**config.mk**
```make
export PLATFORM = sky130hd
export DESIGN_NAME = mem_seq_ctrl_flat
export DESIGN_NICKNAME = d
export VERILOG_FILES = /design/src/rtl/mem_seq_ctrl_pkg.sv /design/src/rtl/mem_seq_ctrl_if.sv /design/src/rtl/mem_seq_ctrl_wait_timer.sv /design/src/rtl/mem_seq_ctrl.sv /design/src/flat_wrapper.sv
export SDC_FILE = /design/constraint.sdc
export NUM_CORES = 1
export LEC_CHECK = 0
export ABC_CLOCK_PERIOD_IN_PS = 1100
export CORE_AREA = 2 2 39 41
export CTS_BUF_LIST = sky130_fd_sc_hd__clkbuf_2
export DETAILED_ROUTE_END_ITERATION = 6
export DIE_AREA = 0 0 41 43
export REMOVE_ABC_BUFFERS = 1
export SETUP_SLACK_MARGIN = 0.05
export SLEW_MARGIN = 10
export SYNTH_ARGS = -nofsm -noshare
export SYNTH_HDL_FRONTEND = slang
export SYNTH_SLANG_ARGS = --single-unit
```
**constraint.sdc**
```tcl
create_clock -name clock -period 1.1 [get_ports clock]
set_input_delay 0.165 -clock clock [delete_from_list [all_inputs] [get_ports clock]]
set_output_delay 0.165 -clock clock [all_outputs]
set_load 0.01 [all_outputs]
```
**src/rtl/mem_seq_ctrl_pkg.sv**
```systemverilog
// Shared types for the Mini-SRC memory-path sequencer: state and op encodings
// plus the Moore output decode used by mem_seq_ctrl.
package mem_seq_pkg;

  typedef enum logic [3:0] {
    IDLE,
    F_ADDR,
    F_WAIT,
    F_IR,
    L_ADDR,
    L_WAIT,
    L_DONE,
    S_ADDR,
    S_DATA,
    S_WAIT,
    S_DONE
  } state_t;

  typedef enum logic [1:0] {
    OP_NONE,
    OP_FETCH,
    OP_LOAD,
    OP_STORE
  } op_t;

  typedef struct packed {
    logic pcOut;
    logic incPc;
    logic marIn;
    logic mdrIn;
    logic read;
    logic mdrOut;
    logic irIn;
    logic memReq;
    logic memWe;
    logic busy;
    logic done;
  } strobes_t;

  // Fetch beats load beats store; losers are simply dropped.
  function automatic op_t pickOp(input logic fetchReq, input logic ldReq, input logic stReq);
    op_t op;
    op = OP_NONE;
    if (fetchReq) op = OP_FETCH;
    else if (ldReq) op = OP_LOAD;
    else if (stReq) op = OP_STORE;
    return op;
  endfunction

  function automatic logic isWait(input state_t s);
    return (s == F_WAIT) || (s == L_WAIT) || (s == S_WAIT);
  endfunction

  function automatic strobes_t decodeState(input state_t s);
    strobes_t o;
    o = '0;
    o.busy = (s != IDLE);
    case (s)
      F_ADDR: begin
        o.pcOut = 1'b1;
        o.marIn = 1'b1;
        o.incPc = 1'b1;
      end
      F_WAIT, L_WAIT: begin
        o.memReq = 1'b1;
        o.read   = 1'b1;
        o.mdrIn  = 1'b1;
      end
      F_IR: begin
        o.mdrOut = 1'b1;
        o.irIn   = 1'b1;
        o.done   = 1'b1;
      end
      L_ADDR, S_ADDR: o.marIn = 1'b1;
      L_DONE: begin
        o.mdrOut = 1'b1;
        o.done   = 1'b1;
      end
      S_DATA: o.mdrIn = 1'b1;
      S_WAIT: begin
        o.memReq = 1'b1;
        o.memWe  = 1'b1;
      end
      S_DONE: o.done = 1'b1;
      default: o = '0;
    endcase
    return o;
  endfunction

endpackage

```
**src/rtl/mem_seq_ctrl_if.sv**
```systemverilog
// Control-unit / datapath / memory handshake bundle for mem_seq_ctrl.
// master = the sequencer, slave = the surrounding control unit and memory.
interface mem_seq_ctrl_if;

  logic fetch_req;
  logic ld_req;
  logic st_req;
  logic mem_ack;
  logic PCout;
  logic IncPC;
  logic MARin;
  logic MDRin;
  logic Read;
  logic MDRout;
  logic IRin;
  logic mem_req;
  logic mem_we;
  logic busy;
  logic done;
  logic err;

  modport master (
    input  fetch_req, ld_req, st_req, mem_ack,
    output PCout, IncPC, MARin, MDRin, Read, MDRout, IRin,
    output mem_req, mem_we, busy, done, err
  );

  modport slave (
    output fetch_req, ld_req, st_req, mem_ack,
    input  PCout, IncPC, MARin, MDRin, Read, MDRout, IRin,
    input  mem_req, mem_we, busy, done, err
  );

endinterface

```
**src/rtl/mem_seq_ctrl_wait_timer.sv**
```systemverilog
// Saturating wait-state counter; only instantiated when MEM_TIMEOUT_EN is defined.
// expired fires on the low-ack cycle that would bring the count to TIMEOUT_CYCLES.
module mem_wait_timer #(
  parameter int TIMEOUT_CYCLES = 16,
  parameter int CNT_W          = 5
) (
  input  logic clock,
  input  logic clear,
  input  logic start,
  input  logic tick,
  output logic expired
);

  localparam logic [CNT_W-1:0] LAST_COUNT = CNT_W'(TIMEOUT_CYCLES - 1);
  localparam logic [CNT_W-1:0] MAX_COUNT  = CNT_W'(TIMEOUT_CYCLES);

  logic [CNT_W-1:0] r_count;

  always_ff @(posedge clock) begin
    if (clear || start) begin
      r_count <= '0;
    end else if (tick && (r_count != MAX_COUNT)) begin
      r_count <= r_count + 1'b1;
    end
  end

  assign expired = tick && (r_count == LAST_COUNT);

endmodule

```
**src/rtl/mem_seq_ctrl.sv**
```systemverilog
// Memory-path sequencer (PC/MAR/MDR/IR + memory handshake) for Mini-SRC.
// Define MEM_TIMEOUT_EN to abort WAIT states after TIMEOUT_CYCLES low-ack cycles.
module mem_seq_ctrl
  import mem_seq_pkg::*;
#(
  parameter int TIMEOUT_CYCLES = 16,
  parameter int CNT_W          = 5
) (
  input  logic           clock,
  input  logic           clear,
  mem_seq_ctrl_if.master bus
);

  state_t   r_state;
  state_t   w_stateNext;
  strobes_t w_strobes;
  op_t      w_op;
  logic     w_expired;

  if (CNT_W < $clog2(TIMEOUT_CYCLES + 1)) begin : gBadCfg
    $error("mem_seq_ctrl: CNT_W too narrow for TIMEOUT_CYCLES");
  end

`ifdef MEM_TIMEOUT_EN
  logic w_timerStart;
  logic w_timerTick;
  logic r_err;

  // The state just before each WAIT restarts the count for the coming wait.
  assign w_timerStart = (r_state == F_ADDR) || (r_state == L_ADDR) || (r_state == S_DATA);
  assign w_timerTick  = isWait(r_state) && !bus.mem_ack;

  mem_wait_timer #(
    .TIMEOUT_CYCLES(TIMEOUT_CYCLES),
    .CNT_W         (CNT_W)
  ) u_timer (
    .clock  (clock),
    .clear  (clear),
    .start  (w_timerStart),
    .tick   (w_timerTick),
    .expired(w_expired)
  );

  always_ff @(posedge clock) begin
    if (clear) r_err <= 1'b0;
    else       r_err <= w_expired;
  end

  assign bus.err = r_err;
`else
  assign w_expired = 1'b0;
  assign bus.err   = 1'b0;
`endif

  assign w_op = pickOp(bus.fetch_req, bus.ld_req, bus.st_req);

  always_ff @(posedge clock) begin
    if (clear) r_state <= IDLE;
    else       r_state <= w_stateNext;
  end

  always_comb begin
    w_stateNext = r_state;
    case (r_state)
      IDLE: begin
        case (w_op)
          OP_FETCH: w_stateNext = F_ADDR;
          OP_LOAD:  w_stateNext = L_ADDR;
          OP_STORE: w_stateNext = S_ADDR;
          default:  w_stateNext = IDLE;
        endcase
      end
      F_ADDR: w_stateNext = F_WAIT;
      F_WAIT: begin
        if (bus.mem_ack)    w_stateNext = F_IR;
        else if (w_expired) w_stateNext = IDLE;
      end
      F_IR:   w_stateNext = IDLE;
      L_ADDR: w_stateNext = L_WAIT;
      L_WAIT: begin
        if (bus.mem_ack)    w_stateNext = L_DONE;
        else if (w_expired) w_stateNext = IDLE;
      end
      L_DONE: w_stateNext = IDLE;
      S_ADDR: w_stateNext = S_DATA;
      S_DATA: w_stateNext = S_WAIT;
      S_WAIT: begin
        if (bus.mem_ack)    w_stateNext = S_DONE;
        else if (w_expired) w_stateNext = IDLE;
      end
      S_DONE:  w_stateNext = IDLE;
      default: w_stateNext = IDLE;
    endcase
  end

  // Pure Moore decode: no request or ack path reaches these outputs.
  assign w_strobes = decodeState(r_state);

  assign bus.PCout   = w_strobes.pcOut;
  assign bus.IncPC   = w_strobes.incPc;
  assign bus.MARin   = w_strobes.marIn;
  assign bus.MDRin   = w_strobes.mdrIn;
  assign bus.Read    = w_strobes.read;
  assign bus.MDRout  = w_strobes.mdrOut;
  assign bus.IRin    = w_strobes.irIn;
  assign bus.mem_req = w_strobes.memReq;
  assign bus.mem_we  = w_strobes.memWe;
  assign bus.busy    = w_strobes.busy;
  assign bus.done    = w_strobes.done;

endmodule
```
**src/flat_wrapper.sv**
```systemverilog
// flat-port wrapper written by rule: the top's interface ports become plain ports
module mem_seq_ctrl_flat import mem_seq_pkg::*;
#(
  parameter int TIMEOUT_CYCLES = 16,
  parameter int CNT_W          = 5
)
  (clock, clear, bus_fetch_req, bus_ld_req, bus_st_req, bus_mem_ack, bus_PCout, bus_IncPC, bus_MARin, bus_MDRin, bus_Read, bus_MDRout, bus_IRin, bus_mem_req, bus_mem_we, bus_busy, bus_done, bus_err);
  mem_seq_ctrl_if bus_i ();
  input  logic clock;
  input  logic clear;
  input wire logic [$bits(bus_i.fetch_req)-1:0] bus_fetch_req;
  input wire logic [$bits(bus_i.ld_req)-1:0] bus_ld_req;
  input wire logic [$bits(bus_i.st_req)-1:0] bus_st_req;
  input wire logic [$bits(bus_i.mem_ack)-1:0] bus_mem_ack;
  output wire logic [$bits(bus_i.PCout)-1:0] bus_PCout;
  output wire logic [$bits(bus_i.IncPC)-1:0] bus_IncPC;
  output wire logic [$bits(bus_i.MARin)-1:0] bus_MARin;
  output wire logic [$bits(bus_i.MDRin)-1:0] bus_MDRin;
  output wire logic [$bits(bus_i.Read)-1:0] bus_Read;
  output wire logic [$bits(bus_i.MDRout)-1:0] bus_MDRout;
  output wire logic [$bits(bus_i.IRin)-1:0] bus_IRin;
  output wire logic [$bits(bus_i.mem_req)-1:0] bus_mem_req;
  output wire logic [$bits(bus_i.mem_we)-1:0] bus_mem_we;
  output wire logic [$bits(bus_i.busy)-1:0] bus_busy;
  output wire logic [$bits(bus_i.done)-1:0] bus_done;
  output wire logic [$bits(bus_i.err)-1:0] bus_err;
  assign bus_i.fetch_req = bus_fetch_req;
  assign bus_i.ld_req = bus_ld_req;
  assign bus_i.st_req = bus_st_req;
  assign bus_i.mem_ack = bus_mem_ack;
  assign bus_PCout = bus_i.PCout;
  assign bus_IncPC = bus_i.IncPC;
  assign bus_MARin = bus_i.MARin;
  assign bus_MDRin = bus_i.MDRin;
  assign bus_Read = bus_i.Read;
  assign bus_MDRout = bus_i.MDRout;
  assign bus_IRin = bus_i.IRin;
  assign bus_mem_req = bus_i.mem_req;
  assign bus_mem_we = bus_i.mem_we;
  assign bus_busy = bus_i.busy;
  assign bus_done = bus_i.done;
  assign bus_err = bus_i.err;
  mem_seq_ctrl #(.TIMEOUT_CYCLES(TIMEOUT_CYCLES), .CNT_W(CNT_W)) u_core (.clock(clock), .clear(clear), .bus(bus_i));
endmodule
```
==> results of run 1 <==
-- path summary, 6_finish.rpt --
path / start / to / slack [ns]
setup / recovery: u_core.r_state[2]$_SDFFE_PP0P_ / bus_mem_req / -0.37
hold / removal: bus_mem_ack / u_core.r_state[0]$_SDFFE_PP0P_ / 0.63
setup reg to reg: u_core.r_state[1]$_SDFFE_PP0P_ / u_core.r_state[0]$_SDFFE_PP0P_ / -0.19
hold reg to reg: u_core.r_state[2]$_SDFFE_PP0P_ / u_core.r_state[3]$_SDFFE_PP0P_ / 0.72
-- routing by layer --
layer / track usage (%) / up-vias
met5: 0 / -
met2: 23.75 / 31
li1: - / 270
met3: 1.571 / 4
met1: 22.51 / 252
met4: 10.00 / 0
-- cell usage after synthesis, drive strengths merged --
library cell | n | area (um^2)
a22oi | 1 | 7.510
nor2b | 1 | 6.260
nand2 | 3 | 11.26
nor2 | 5 | 18.77
nor3 | 3 | 15.01
maj3 | 1 | 10.01
dfxtp | 4 | 80.08
o211ai | 1 | 7.510
inv | 1 | 3.750
or3b | 1 | 8.760
or2 | 2 | 12.51
nand4b | 1 | 8.760
o21ai | 3 | 15.01
nor4 | 1 | 6.260
nor3b | 2 | 15.01
xor2 | 1 | 8.760
xnor2 | 2 | 17.52
a21oi | 3 | 18.77
nand3 | 3 | 15.01
or4b | 1 | 10.01
a21o | 1 | 7.510
o211a | 1 | 10.01
o21a | 1 | 7.510
nand3b | 1 | 7.510
o32ai | 1 | 8.760
conb | 1 | 3.750
and3 | 1 | 6.260
nand2b | 3 | 18.77
buf | 6 | 37.53
-- repair_timing --
item | in CTS | in global routing
endpoints found under the setup margin | 14 | 14
gates cloned | 1 | 0
pin swaps | 5 | 3
hold buffers | 0 | 0
hold endpoints to repair | 0 | 0
resized for setup | 64 | 13
setup buffers | 6 | 1
-- cells by family after synthesis --
family                   Yosys count  share of synthesized area (%)
AO/OA/AOI/OAI                     12                          20.44
XOR/XNOR                           3                          6.503
adder cells (fa/ha/maj)            1                          2.477
buffers and inverters              7                          10.21
flip-flops                         4                          19.82
other                              1                         0.9279
AND/OR/NAND/NOR                   28                          39.63
-- worst max-delay path, cell delays in order (launching register included) --
cell and delay, ns:
sky130_fd_sc_hd__dfxtp_4 0.36, sky130_fd_sc_hd__or3b_4 0.37, sky130_fd_sc_hd__a21oi_2 0.15, sky130_fd_sc_hd__or2_1 0.10
sky130_fd_sc_hd__buf_2 0.12
-- cell type report --
type / count / share of cell area, %
inverters: 1 / 0.4688
well taps: 16 / 2.500
multi-input cells: 45 / 46.25
flip-flops and latches: 4 / 11.56
clock buffers: 3 / 1.875
repair buffers: 37 / 37.34
-- power groups by stage --
stage | Sequential [W] | Combinational [W] | Clock [W]
after floorplan | 0.000277 | 0.000334 | 0
after global placement | 0.000217 | 0.000887 | 0
after detailed placement | 0.000218 | 0.000884 | 0
after CTS | 0.000231 | 0.000944 | 0.000135
after global routing | 0.000248 | 0.00118 | 0.000145
final | 0.000241 | 0.00111 | 0.000134
-- per-stage QoR --
| step | hold slack (ns) | instance area (um^2) | total power (W) | utilization [%] |
|---|---|---|---|---|
| final | 0.6289 | 800.8 | 0.001484 | 57.87 |
| after global routing | 0.6666 | 800.8 | 0.001574 | 57.87 |
| after CTS | 0.6249 | 734.5 | 0.001310 | 53.07 |
| after detailed placement | 0.6302 | 651.9 | 0.001102 | 47.11 |
| after global placement | 0.6288 | 651.9 | 0.001104 | 47.11 |
| after floorplan | 0.2341 | 366.6 | 0.0006103 | - |
==> results.txt, run 1 <==
- Total internal power: 0.0008719 W
* Number of pins with negative max-slew slack in the final report: 0
- Top-Level Pins: 18
- Required time worst endpoint: 0.94 ns
- After layout, the minimum clock period comes to between 1 and 1.5 ns.
- Number of buffers added on ports: 16
* Count of final setup violators: 13
* Sum of negative setup slack: -3.241 ns
- After legalization and detailed placement, the total HPWL measured 752 um.
- Number of synthesized register bits: 4
* Synth Instances: 56
- Number of routed nets with antenna violations: 0
- Multi-input combinational cell area: 370.4 um^2
- The library cell used most frequently in the layout, excluding fill and tap cells, is sky130_fd_sc_hd__buf_4.
- Fraction of power spent switching nets: around two fifths
- The area growth from synthesis to layout is 98.14%.
- The detailed router used layers up to and including met4.
- Remaining global-route overflow: 0
- The core region is 1384 um^2.
- Clk Tree Root Cell: sky130_fd_sc_hd__clkbuf_2
- Measured along the y axis, the die boundary spans 43 um.
- Final antenna diode count: 0
- For this run, the post-layout net count is 98.
- Number of library cell types mapped by synthesis: 32
* Run status: finished with violations
* CTS tree: yes
* Maximum vdd ir drop: 850.5 uV
* Dpl cells: 96
- For this block, the via count after detailed routing is 557.
* Pin count of the biggest net entering global routing: 7
- Worst setup timing slack at the placement stage: -0.6047 ns
* Flop pwr share: 16.3%
- Clock tree buffer depth: 2
- The number of cells on the worst reg-to-reg path is 5.
- The number of failing hold endpoints at the final stage is 0.
- For this design the ratio of total power to cell area is 1853 nW/um^2.
- The clock arrives with 0.001230 ns of skew.
- Number of warnings reported in the yosys synthesis log: 0
- The first global-routing pass estimated a little under 2 mm of wire.
- Worst Setup Start Kind: register
- Final worst setup slack: -0.3713 ns
- Synth Area per Inst: 7.217 um^2
- Count of cells along the worst hold path: 4
* Area occupied by registers: 92.59 um^2
- The number of global-route vias before repair is 442.
* Arrival @ worst endpoint: 1.31 ns
- Derived from the worst setup path, the maximum achievable clock frequency is 679.7 MHz.
* Class of the most critical hold timing path: in2reg
* Category of the most critical setup path: reg2out
- Drt wl/cell: roughly 13 um
- Counting flops per register, the top entry is u_core.r_state.
- Routability-driven placement finished with a final weighted congestion of 0.7636.
* Most frequent cells in the layout: 13 x sky130_fd_sc_hd__buf_4, 10 x sky130_fd_sc_hd__buf_2, 8 x sky130_fd_sc_hd__buf_6
- The share of the Yosys chip area taken by registers is 19.81%.
- Critical Path End Type: primary output
* Initial antenna violation count: 0
- Of the total power, the clock network draws 9.0%.
* H-tree levels: 1
- Number of design-rule violations left by the first detailed-router iteration: 20
- In this run the cell area of the synthesized design comes to 404.1 um^2.
- Initial Utilization: approximately 29%
- Detailed routing placed a total of between 80 and 90 um of wire on met3.
- For this run, design rule violations remaining after detail routing come to 0.
* Post-route fraction of the period consumed by the critical path: 133.8%
* Num CTS Buffers: 3
- Clock transition at the registers of the reported paths: 0.04 ns
- Summed over all nets, the switching power comes to 0.0006118 W.
- The post-route netlist has between 50 and 60% of its cells at a drive strength greater than 1.
- Drt pass-1 iters: 4
- The largest registers in the layout are u_core.r_state x4.
- Of the total power, combinational logic draws 74.7%.
* Aggregate global-route resource usage: 16.47%
- The floorplan step defined a die boundary enclosing 1763 um^2.
- Max FO, Critical Path: 6
* Number of flip-flops under the largest register name: 4
- Site Rows: 14
- Chip width: around 41 um
- Static Leak: between 0.3 and 0.4 nW
* Worst-Skew Late Latency: 0.21 ns
* RSZ-0062 raised after global routing: true
- Met2 Wirelength: around 660 um
* Fill cell instance count of the final layout: 125
* WL met1: 566 um
* Average vias per placed instance: 5.255
- The tree built by TritonCTS fans out to 4 sinks.
- Max_cap viols: 0
- Post-layout instance count excluding filler cells: 106
* Violations in the final reports: setup timing
- Total wirelength of the detailed-routed design: 1.340 mm
Power figures use the tool's default switching activity.
==> run 2, diff against run 1 <==
--- a/config.mk
+++ b/config.mk
@@ -5,6 +5,7 @@
 export SDC_FILE = /design/constraint.sdc
 export NUM_CORES = 1
 export LEC_CHECK = 0
+export ABC_AREA = 1
 export ABC_CLOCK_PERIOD_IN_PS = 1100
 export CORE_AREA = 2 2 39 41
 export CTS_BUF_LIST = sky130_fd_sc_hd__clkbuf_2
==> constraint.sdc (replaced) <==
create_clock -name clock -period 1.1 [get_ports clock]
set_input_delay 0.165 -clock clock [delete_from_list [all_inputs] [get_ports clock]]
set_output_delay 0.165 -clock clock [all_outputs]
set_load 0.05 [all_outputs]
==> run 2 against run 1 <==
The run still ends with setup timing left. Register-to-register slack improved by 0.07 ns. Via count unchanged. Fmax is 4.0% higher. Die area did not move. Critical path depth grew 2. Power increased by 130%. Final cell count up 10%. Combinational power increased to 2.7 times the previous value. Final area rose by 23%.
==> results.txt, run 2 <==
- The number of failing hold endpoints at the final stage is 0 (unchanged).
* Largest register by flop count: u_core.r_state (unchanged)
* Drt pass-1 iters: 4 (unchanged)
- The minimum period implied by the final worst setup slack is 1.415 ns (was 1.471 ns).
- The post-CTS clock slew at the launch and capture registers of the worst setup and hold paths was 0.05 ns (was 0.04 ns).
* Violations in the final reports: setup timing (unchanged)
- Sum of net half-perimeters after detailed placement: 852.9 um (was 752 um)
* Run status: finished with violations (unchanged)
- The register bit count reported by yosys is 4 (unchanged).
- Static Leak: 0.4495 nW (was 0.3782 nW)
- The average via count per standard cell was 4.761 (was 5.255).
* Number of routed nets with antenna violations: 0 (unchanged)
* Category of the most critical setup path: reg2out (unchanged)
- Number of flip-flops under the largest register name: 4 (unchanged)
- The upper clock frequency limit came to 706.7 MHz (was 679.7 MHz).
* Count of final setup violators: 13 (unchanged)
- Total Die Area: 1763 um^2 (unchanged)
* Number of design-rule violations left by the first detailed-router iteration: 4 (was 20)
- Pin count of the biggest net entering global routing: 6 (was 7)
- The number of antenna violations at the first check in global routing is 0 (unchanged).
- Number of vias after detailed routing: 557 (unchanged)
- Remaining global-route overflow: 0 (unchanged)
- The routed wire length is 1.417 mm (was 1.340 mm).
* Number of warnings reported in the yosys synthesis log: 0 (unchanged)
- RSZ-0062 raised after global routing: true (unchanged)
- The worst-path maximum fanout came to 5 (was 6).
- The number of primary I/O pins was 18 (unchanged).
* Cell type with the highest aggregate area in the netlist: sky130_fd_sc_hd__dfxtp_1 (unchanged)
- The combined global-route utilization of all metal layers came to 17.37% (was 16.47%).
* Commonest register cell after synthesis: sky130_fd_sc_hd__dfxtp_1 (unchanged)
- The CTS tree is yes (unchanged).
* Class of the most critical hold timing path: in2reg (unchanged)
- Layout cell share with drive strength beyond 1: 72.28% (was 58.89%)
- The number of cells produced by synthesis is 69 (was 56).
- The die extent in y was 43 um (unchanged).
- The required time at the endpoint of the critical path is 0.94 ns (about the same).
- Share of the synthesized area in the top cell type: 19.28% (was 19.81%)
* Areal power density over the cells: 3476 nW/um^2 (was 1853 nW/um^2)
- Post-route fraction of the period consumed by the critical path: 128.6% (was 133.8%)
- The synthesis-to-layout area growth came to 136.7% (was 98.14%).
- Vias in the first global route: 521 (was 442)
- The number of H-tree branching levels is 1 (unchanged).
- Initial Utilization: 30.02% (was 29.20%)
- The post-route worst hold slack came to 0.6257 ns (was 0.6289 ns).
- The clock tree root driver cell is sky130_fd_sc_hd__clkbuf_2 (unchanged).
- The sort of element at the start of the critical path is a register (unchanged).
* Most frequent cells in the layout: 10 x sky130_fd_sc_hd__buf_12, 8 x sky130_fd_sc_hd__nand2_2, 8 x sky130_fd_sc_hd__buf_4 (was 13 x sky130_fd_sc_hd__buf_4, 10 x sky130_fd_sc_hd__buf_2, 8 x sky130_fd_sc_hd__buf_6)
- Number of buffers added on ports: 16 (unchanged)
- The number of fill cells in the layout is 104 (was 125).
- Number of pins with negative max-slew slack in the final report: 0 (unchanged)
* Synth Area per Inst: 6.020 um^2 (was 7.217 um^2)
- The clock buffer count from CTS is 3 (unchanged).
- The average wire length per cell after detail routing is 12.11 um (was 12.64 um).
- The final worst setup slack was -0.3151 ns (was -0.3713 ns).
- Critical Path End Type: primary output (unchanged)
* Proportion of register bits with asynchronous set or reset after synthesis: 0% (unchanged)
- Largest registers: u_core.r_state x4 (unchanged)
- # hold bufs at CTS: 0 (unchanged)
* Area inside the core boundary: 1384 um^2 (unchanged)
- The cell with the most instances after synthesis was sky130_fd_sc_hd__nand2_1 (was sky130_fd_sc_hd__nor2_1).
* Net total in the final layout: 109 (was 98)
* Main area contributors after synthesis: sky130_fd_sc_hd__dfxtp_1 19%, sky130_fd_sc_hd__nand2_1 14%, sky130_fd_sc_hd__nor2_1 7.2%, sky130_fd_sc_hd__inv_2 6.3%, sky130_fd_sc_hd__nand2_2 6.0% (was sky130_fd_sc_hd__dfxtp_1 20%, sky130_fd_sc_hd__buf_4 5.6%, sky130_fd_sc_hd__nand2b_1 4.6%, sky130_fd_sc_hd__nor2_1 4.6%, sky130_fd_sc_hd__xnor2_1 4.3%)
- Post-route DRC: 0 (unchanged)
- The total of max-cap violations is 0 (unchanged).
- The number of buffers between clock root and the deepest sink was 2 (unchanged).
- GPL Wtd Cong: 0.8244 (was 0.7636)
* Maximum vdd ir drop: 2009 uV (was 850.5 uV)
* Number of sinks driven by the clock tree: 4 (unchanged)
- The first-pass GRT wire length was 2.056 mm (was 1.959 mm).
- Count of flip-flops with a built-in enable after synthesis: 0 (unchanged)
* Core utilization of the finished layout: 71.07% (was 57.87%)
* Sequential element share of the synthesized area: 19.28% (was 19.81%)
* Setup Skew: 0.005162 ns (was 0.001230 ns)
- Commonest non-fill, non-tap cell in the layout: sky130_fd_sc_hd__buf_12 (was sky130_fd_sc_hd__buf_4)
- The number of distinct library cells after synthesis came to 20 (was 32).
- The row count was 14 (unchanged).
* Arrival @ worst endpoint: 1.25 ns (was 1.31 ns)
- The number of antenna repair diodes was 0 (unchanged).
- The cell area after synthesis was 415.4 um^2 (was 404.1 um^2).
* Synth cell count leaders: 15 x sky130_fd_sc_hd__nand2_1, 8 x sky130_fd_sc_hd__nor2_1, 7 x sky130_fd_sc_hd__inv_2 (was 5 x sky130_fd_sc_hd__nor2_1, 4 x sky130_fd_sc_hd__dfxtp_1)
* Chip width: 41 um (unchanged)
- Worst-Skew Late Latency: 0.22 ns (was 0.21 ns)
## run 2: layout make-up
class	count	area, um^2	share of cell area [%]
inverter	13	61.31	6.234
multi-input combinational	50	377.9	38.42
tap	16	20.02	2.036
timing repair buffer	31	414.1	42.11
sequential	4	95.09	9.669
clock buffer	3	15.01	1.527
## run 2: power by group
part           internal, W  switching (W)
Combinational      0.00138        0.00159
Clock            0.0000733      0.0000674
Sequential        0.000224      0.0000853
## run 2: critical path, cell delays in order, from the launching register on
cell	delay [ns]
sky130_fd_sc_hd__dfxtp_4	0.38
sky130_fd_sc_hd__inv_4	0.07
sky130_fd_sc_hd__nand2_4	0.07
sky130_fd_sc_hd__nor2_4	0.11
sky130_fd_sc_hd__inv_2	0.05
sky130_fd_sc_hd__o211ai_1	0.13
sky130_fd_sc_hd__clkbuf_16	0.22
## run 2: repair_timing
item,4_1_cts,5_1_grt
setup endpoints to repair,14,14
resized for setup,27,24
pin swaps,6,13
buffers inserted,4,2
## run 2: worst paths after layout
check	start	to	slack, ns	cells after the start
setup reg to reg	u_core.r_state[3]$_SDFFE_PP0P_	u_core.r_state[1]$_SDFFE_PP0P_	-0.12	7
setup / recovery	u_core.r_state[3]$_SDFFE_PP0P_	bus_done	-0.32	6
hold / removal	clear	u_core.r_state[1]$_SDFFE_PP0P_	0.63	2
hold reg to reg	u_core.r_state[3]$_SDFFE_PP0P_	u_core.r_state[2]$_SDFFE_PP0P_	0.74	3
## run 2: layer usage
| metal | global-route usage [%] | part of all wire (%) |
|---|---|---|
| met5 | 0 | 0 |
| met4 | 10.00 | 1.7 |
| met3 | 3.665 | 3.4 |
| met2 | 27.81 | 58 |
| met1 | 19.94 | 36 |
## run 2: per-stage QoR
step	worst slack, ns	TNS (ns)	total power, W	instances	area, um^2
5_1_grt	-0.3951	-3.823	0.003572	117	983.4
4_1_cts	-0.3114	-3.099	0.003112	116	893.4
3_3_place_gp	-0.1383	-1.059	0.002696	110	773.2
6_report	-0.3151	-3.110	0.003419	117	983.4
2_1_floorplan	-0.8741	-3.971	0.001529	67	400.4
3_5_place_dp	-0.1667	-1.280	0.002695	110	773.2
## run 2: kinds of logic (layout without fill, tap and decap cells)
| family | Yosys count | in the layout | synth area share, % |
|---|---|---|---|
| and+or+nand+nor | 40 | 40 | 50.90 |
| buffers and inverters | 15 | 47 | 15.36 |
| AOI/OAI and AO/OA | 9 | 9 | 13.56 |
| DFF | 4 | 4 | 19.28 |
| other | 1 | 1 | 0.9027 |
==> run 3, diff against run 2 <==
--- a/config.mk
+++ b/config.mk
@@ -11,6 +11,7 @@
 export CTS_BUF_LIST = sky130_fd_sc_hd__clkbuf_2
 export DETAILED_ROUTE_END_ITERATION = 6
 export DIE_AREA = 0 0 41 43
+export PLACE_DENSITY_LB_ADDON = 0.2
 export REMOVE_ABC_BUFFERS = 1
 export SETUP_SLACK_MARGIN = 0.05
 export SLEW_MARGIN = 10
==> run 3 against run 2 <==
The flow still finishes with violations (setup timing). First-iteration DRC count up 130%. Utilization is 4.6 points higher. Power rose by 3.3%. Clock skew rose by 0.0010 ns. Final cell count rose by 6.0%. Die area is the same. Sequential power increased by 5%. Largest power group unchanged.
==> results.txt, run 3 (synthesis results as in run 2) <==
- The starting DRC count in detailed routing came to 9 (was 4).
- Initial Utilization: 30.02% (unchanged)
- Commonest non-fill, non-tap cell in the layout: sky130_fd_sc_hd__buf_4 (was sky130_fd_sc_hd__buf_12)
* Average vias per placed instance: 4.734 (was 4.761)
- Highest attainable clock frequency: 705.0 MHz (was 706.7 MHz)
- The share of total power in combinational logic is 87.0% (was 86.8%).
- The slowest cell on the critical path was sky130_fd_sc_hd__dfxtp_4 (unchanged).
* Max_cap viols: 0 (unchanged)
- The largest register by flop count was u_core.r_state (unchanged).
- The number of antenna violations at the first check in global routing was 0 (unchanged).
* First-pass GRT wire length: 2.428 mm (was 2.056 mm)
- Fill cell instance count of the final layout: 98 (was 104)
- RSZ-0062 raised after global routing: true (unchanged).
- The global routing met3 resource utilization was 3.141% (was 3.665%).
- The clock network fraction of design power is 3.8% (was 4.1%).
* Post-route fraction of the period consumed by the critical path: 128.9% (was 128.6%)
* Run status: finished with violations (unchanged)
* Areal power density over the cells: 3371 nW/um^2 (was 3476 nW/um^2)
* Number of flip-flops under the largest register name: 4 (unchanged)
* Clock tree buffer depth: 2 (unchanged)
- Aggregate global-route resource usage: 20.28% (was 17.37%)
- Category of the most critical setup path: reg2out (unchanged)
- The count of final max-slew check failures was 0 (unchanged).
- The arrival time of the worst setup path is 1.25 ns (about the same).
* Number of vias after detailed routing: 587 (was 557)
- Worst Setup Start Kind: register (unchanged)
* Hold Vio Cnt, Final: 0 (unchanged)
- Number of routed nets with antenna violations: 0 (unchanged)
* Layout cell share with drive strength beyond 1: 75.00% (was 72.28%)
* Cells along the critical path: inv_8 -> nor2_4 -> buf_4 -> nand2_8 -> nand3_4 -> buf_12 (was inv_4 -> nand2_4 -> nor2_4 -> inv_2 -> o211ai_1 -> clkbuf_16)
- Worst-Skew Late Latency: 0.22 ns (about the same)
- Most frequent cells in the layout: 18 x sky130_fd_sc_hd__buf_4, 10 x sky130_fd_sc_hd__buf_12, 8 x sky130_fd_sc_hd__nand2_2 (was 10 x sky130_fd_sc_hd__buf_12, 8 x sky130_fd_sc_hd__nand2_2, 8 x sky130_fd_sc_hd__buf_4)
* Critical Path End Type: primary output (unchanged)
- The post-CTS clock slew at the launch and capture registers of the worst setup and hold paths is 0.04 ns (was 0.05 ns).
* Chip width: 41 um (unchanged)
- Peak-usage layer in the global routing report: met2 (unchanged)
- The placer's final routability congestion estimate is 0.7836 (was 0.8244).
- Layout overhead on the synthesized area: 152.1% (was 136.7%)
- The number of buffers inserted for hold repair after clock tree synthesis was 0 (unchanged).
- The internal cell power is 0.001716 W (was 0.001675 W).
- Largest registers: u_core.r_state x4 (unchanged)
* Top-Level Pins: 18 (unchanged)
- Post-route minimum period: 1.418 ns (was 1.415 ns)
- The critical path's largest stage delay was 0.38 ns (about the same).
- Number of buffers added on ports: 16 (unchanged)
- The clock sink count is 4 (unchanged).
* Remaining global-route overflow: 0 (unchanged)
- Maximum vdd ir drop: 2261 uV (was 2009 uV)
- Flop pwr share: 9.2% (was 9.1%)
* Fraction of power spent switching nets: 51.39% (was 50.99%)
- Total Die Area: 1763 um^2 (unchanged)
- The row count is 14 (unchanged).
- Setup Skew: 0.006164 ns (was 0.005162 ns)
- Vias in the first global route: 590 (was 521)
- The routed wire length is 1.564 mm (was 1.417 mm).
* Worst path bufs/invs: 3 (unchanged)
- M1 GR Usage: 22.83% (was 19.94%)
* Final antenna diode count: 0 (unchanged)
- Net switching power: 0.001814 W (was 0.001743 W)
- CTS tree: yes (unchanged)
- Num CTS Buffers: 3 (unchanged)
- Dpl cells: 112 (was 110)
- The cell family with the largest share of critical-path delay was flip-flops (unchanged).
* Class of the most critical hold timing path: in2reg (unchanged)
- Drt wl/cell: 12.61 um (was 12.11 um)
- Final worst setup slack: -0.3183 ns (was -0.3151 ns)
- Required time worst endpoint: 0.94 ns (about the same)
- The count of nets after finishing came to 116 (was 109).
* Floorplan die height: 43 um (unchanged)
- The largest net degree at the start of global routing is 6 (unchanged).
* Static Leak: 0.5065 nW (was 0.4495 nW)
* Violations in the final reports: setup timing (unchanged)
* Max FO, Critical Path: 5 (unchanged)
- The final setup violation count is 13 (unchanged).
- The residual DRC count was 0 (unchanged).
- Sum of net half-perimeters after detailed placement: 934 um (was 852.9 um)
* Design area: 1047 um^2 (was 983.4 um^2)
- Post-layout instance count excluding filler cells: 124 (was 117)
- The first-pass iteration count of the detailed router came to 4 (unchanged).
- The number of H-tree branching levels came to 1 (unchanged).
- Setup slack of the worst register-to-register path: -0.21 ns (was -0.12 ns)
- Area inside the core boundary: 1384 um^2 (unchanged)
- GR met2 Demand/Resource: 34.38% (was 27.81%)
- Post-placement cell area: 788.3 um^2 (was 773.2 um^2)
- The clock tree root driver cell is sky130_fd_sc_hd__clkbuf_2 (unchanged).
==> run 3: changes by cell type in the layout (fill, tap and decap cells not counted), moves of 2 or more <==
cell,delta
sky130_fd_sc_hd__buf_4,+10
sky130_fd_sc_hd__dlymetal6s2s_1,+2
sky130_fd_sc_hd__buf_6,-3
sky130_fd_sc_hd__clkdlybuf4s50_1,-2
==> run 3: tightest hold or removal path, cell delays in order <==
cell                             delay [ns]
sky130_fd_sc_hd__dlymetal6s2s_1        0.10
sky130_fd_sc_hd__nor2_1                0.06
sky130_fd_sc_hd__nand3_1               0.08
sky130_fd_sc_hd__nand3_2               0.09
sky130_fd_sc_hd__nand2_2               0.07
sky130_fd_sc_hd__a21oi_2               0.04
==> run 3: power by group through the flow <==
stage	Combinational, W	Sequential, W	Clock, W
final	0.00307	0.000326	0.000134
after CTS	0.00275	0.000295	0.000138
after global placement	0.00245	0.000250	0
after detailed placement	0.00246	0.000251	0
after floorplan	0.00128	0.000248	0
after global routing	0.00321	0.000336	0.000133
==> run 3: repair_timing <==
item                                    4_1_cts  5_1_grt
buffers inserted                              7        4
endpoints found under the setup margin       15       15
resized for setup                            30       24
pin swaps                                     8       16
==> run 3: layout make-up <==
type | instances | area [um^2] | share of cell area [%]
clock buffer | 3 | 15.01 | 1.434
tap | 16 | 20.02 | 1.912
inverter | 13 | 63.81 | 6.093
sequential | 4 | 95.09 | 9.080
multi-input combinational | 50 | 392.9 | 37.52
timing repair buffer | 38 | 460.4 | 43.97
==> run 3: path summary, 6_finish.rpt <==
check	from	end	cells after the start
setup reg to reg	u_core.r_state[2]$_SDFFE_PP0P_	u_core.r_state[1]$_SDFFE_PP0P_	10
setup / recovery	u_core.r_state[2]$_SDFFE_PP0P_	bus_mem_req	6
hold / removal	bus_ld_req	u_core.r_state[1]$_SDFFE_PP0P_	6
hold reg to reg	u_core.r_state[1]$_SDFFE_PP0P_	u_core.r_state[3]$_SDFFE_PP0P_	3
==> run 3: metrics by stage <==
stage	power (W)	hold WS (ns)	utilization, %	setup slack [ns]	TNS (ns)
finish	0.003530	0.4332	75.68	-0.3183	-3.281
global route	0.003680	0.5041	75.68	-0.3401	-3.758
CTS	0.003182	0.5803	68.54	-0.3019	-3.017
detailed placement	0.002709	0.5957	56.96	-0.1949	-1.273
global placement	0.002703	0.6011	56.96	-0.1746	-1.199
floorplan	0.001529	0.2274	-	-0.8741	-3.971
==> run 3: per-layer routing <==
| layer | routed length [um] | share of wire [%] | vias up |
|---|---|---|---|
| met5 | 0 | 0 | - |
| met4 | 56 | 3.6 | 0 |
| met3 | 40 | 2.6 | 4 |
| met2 | 900 | 58 | 15 |
| met1 | 566 | 36 | 276 |
| li1 | - | - | 292 |
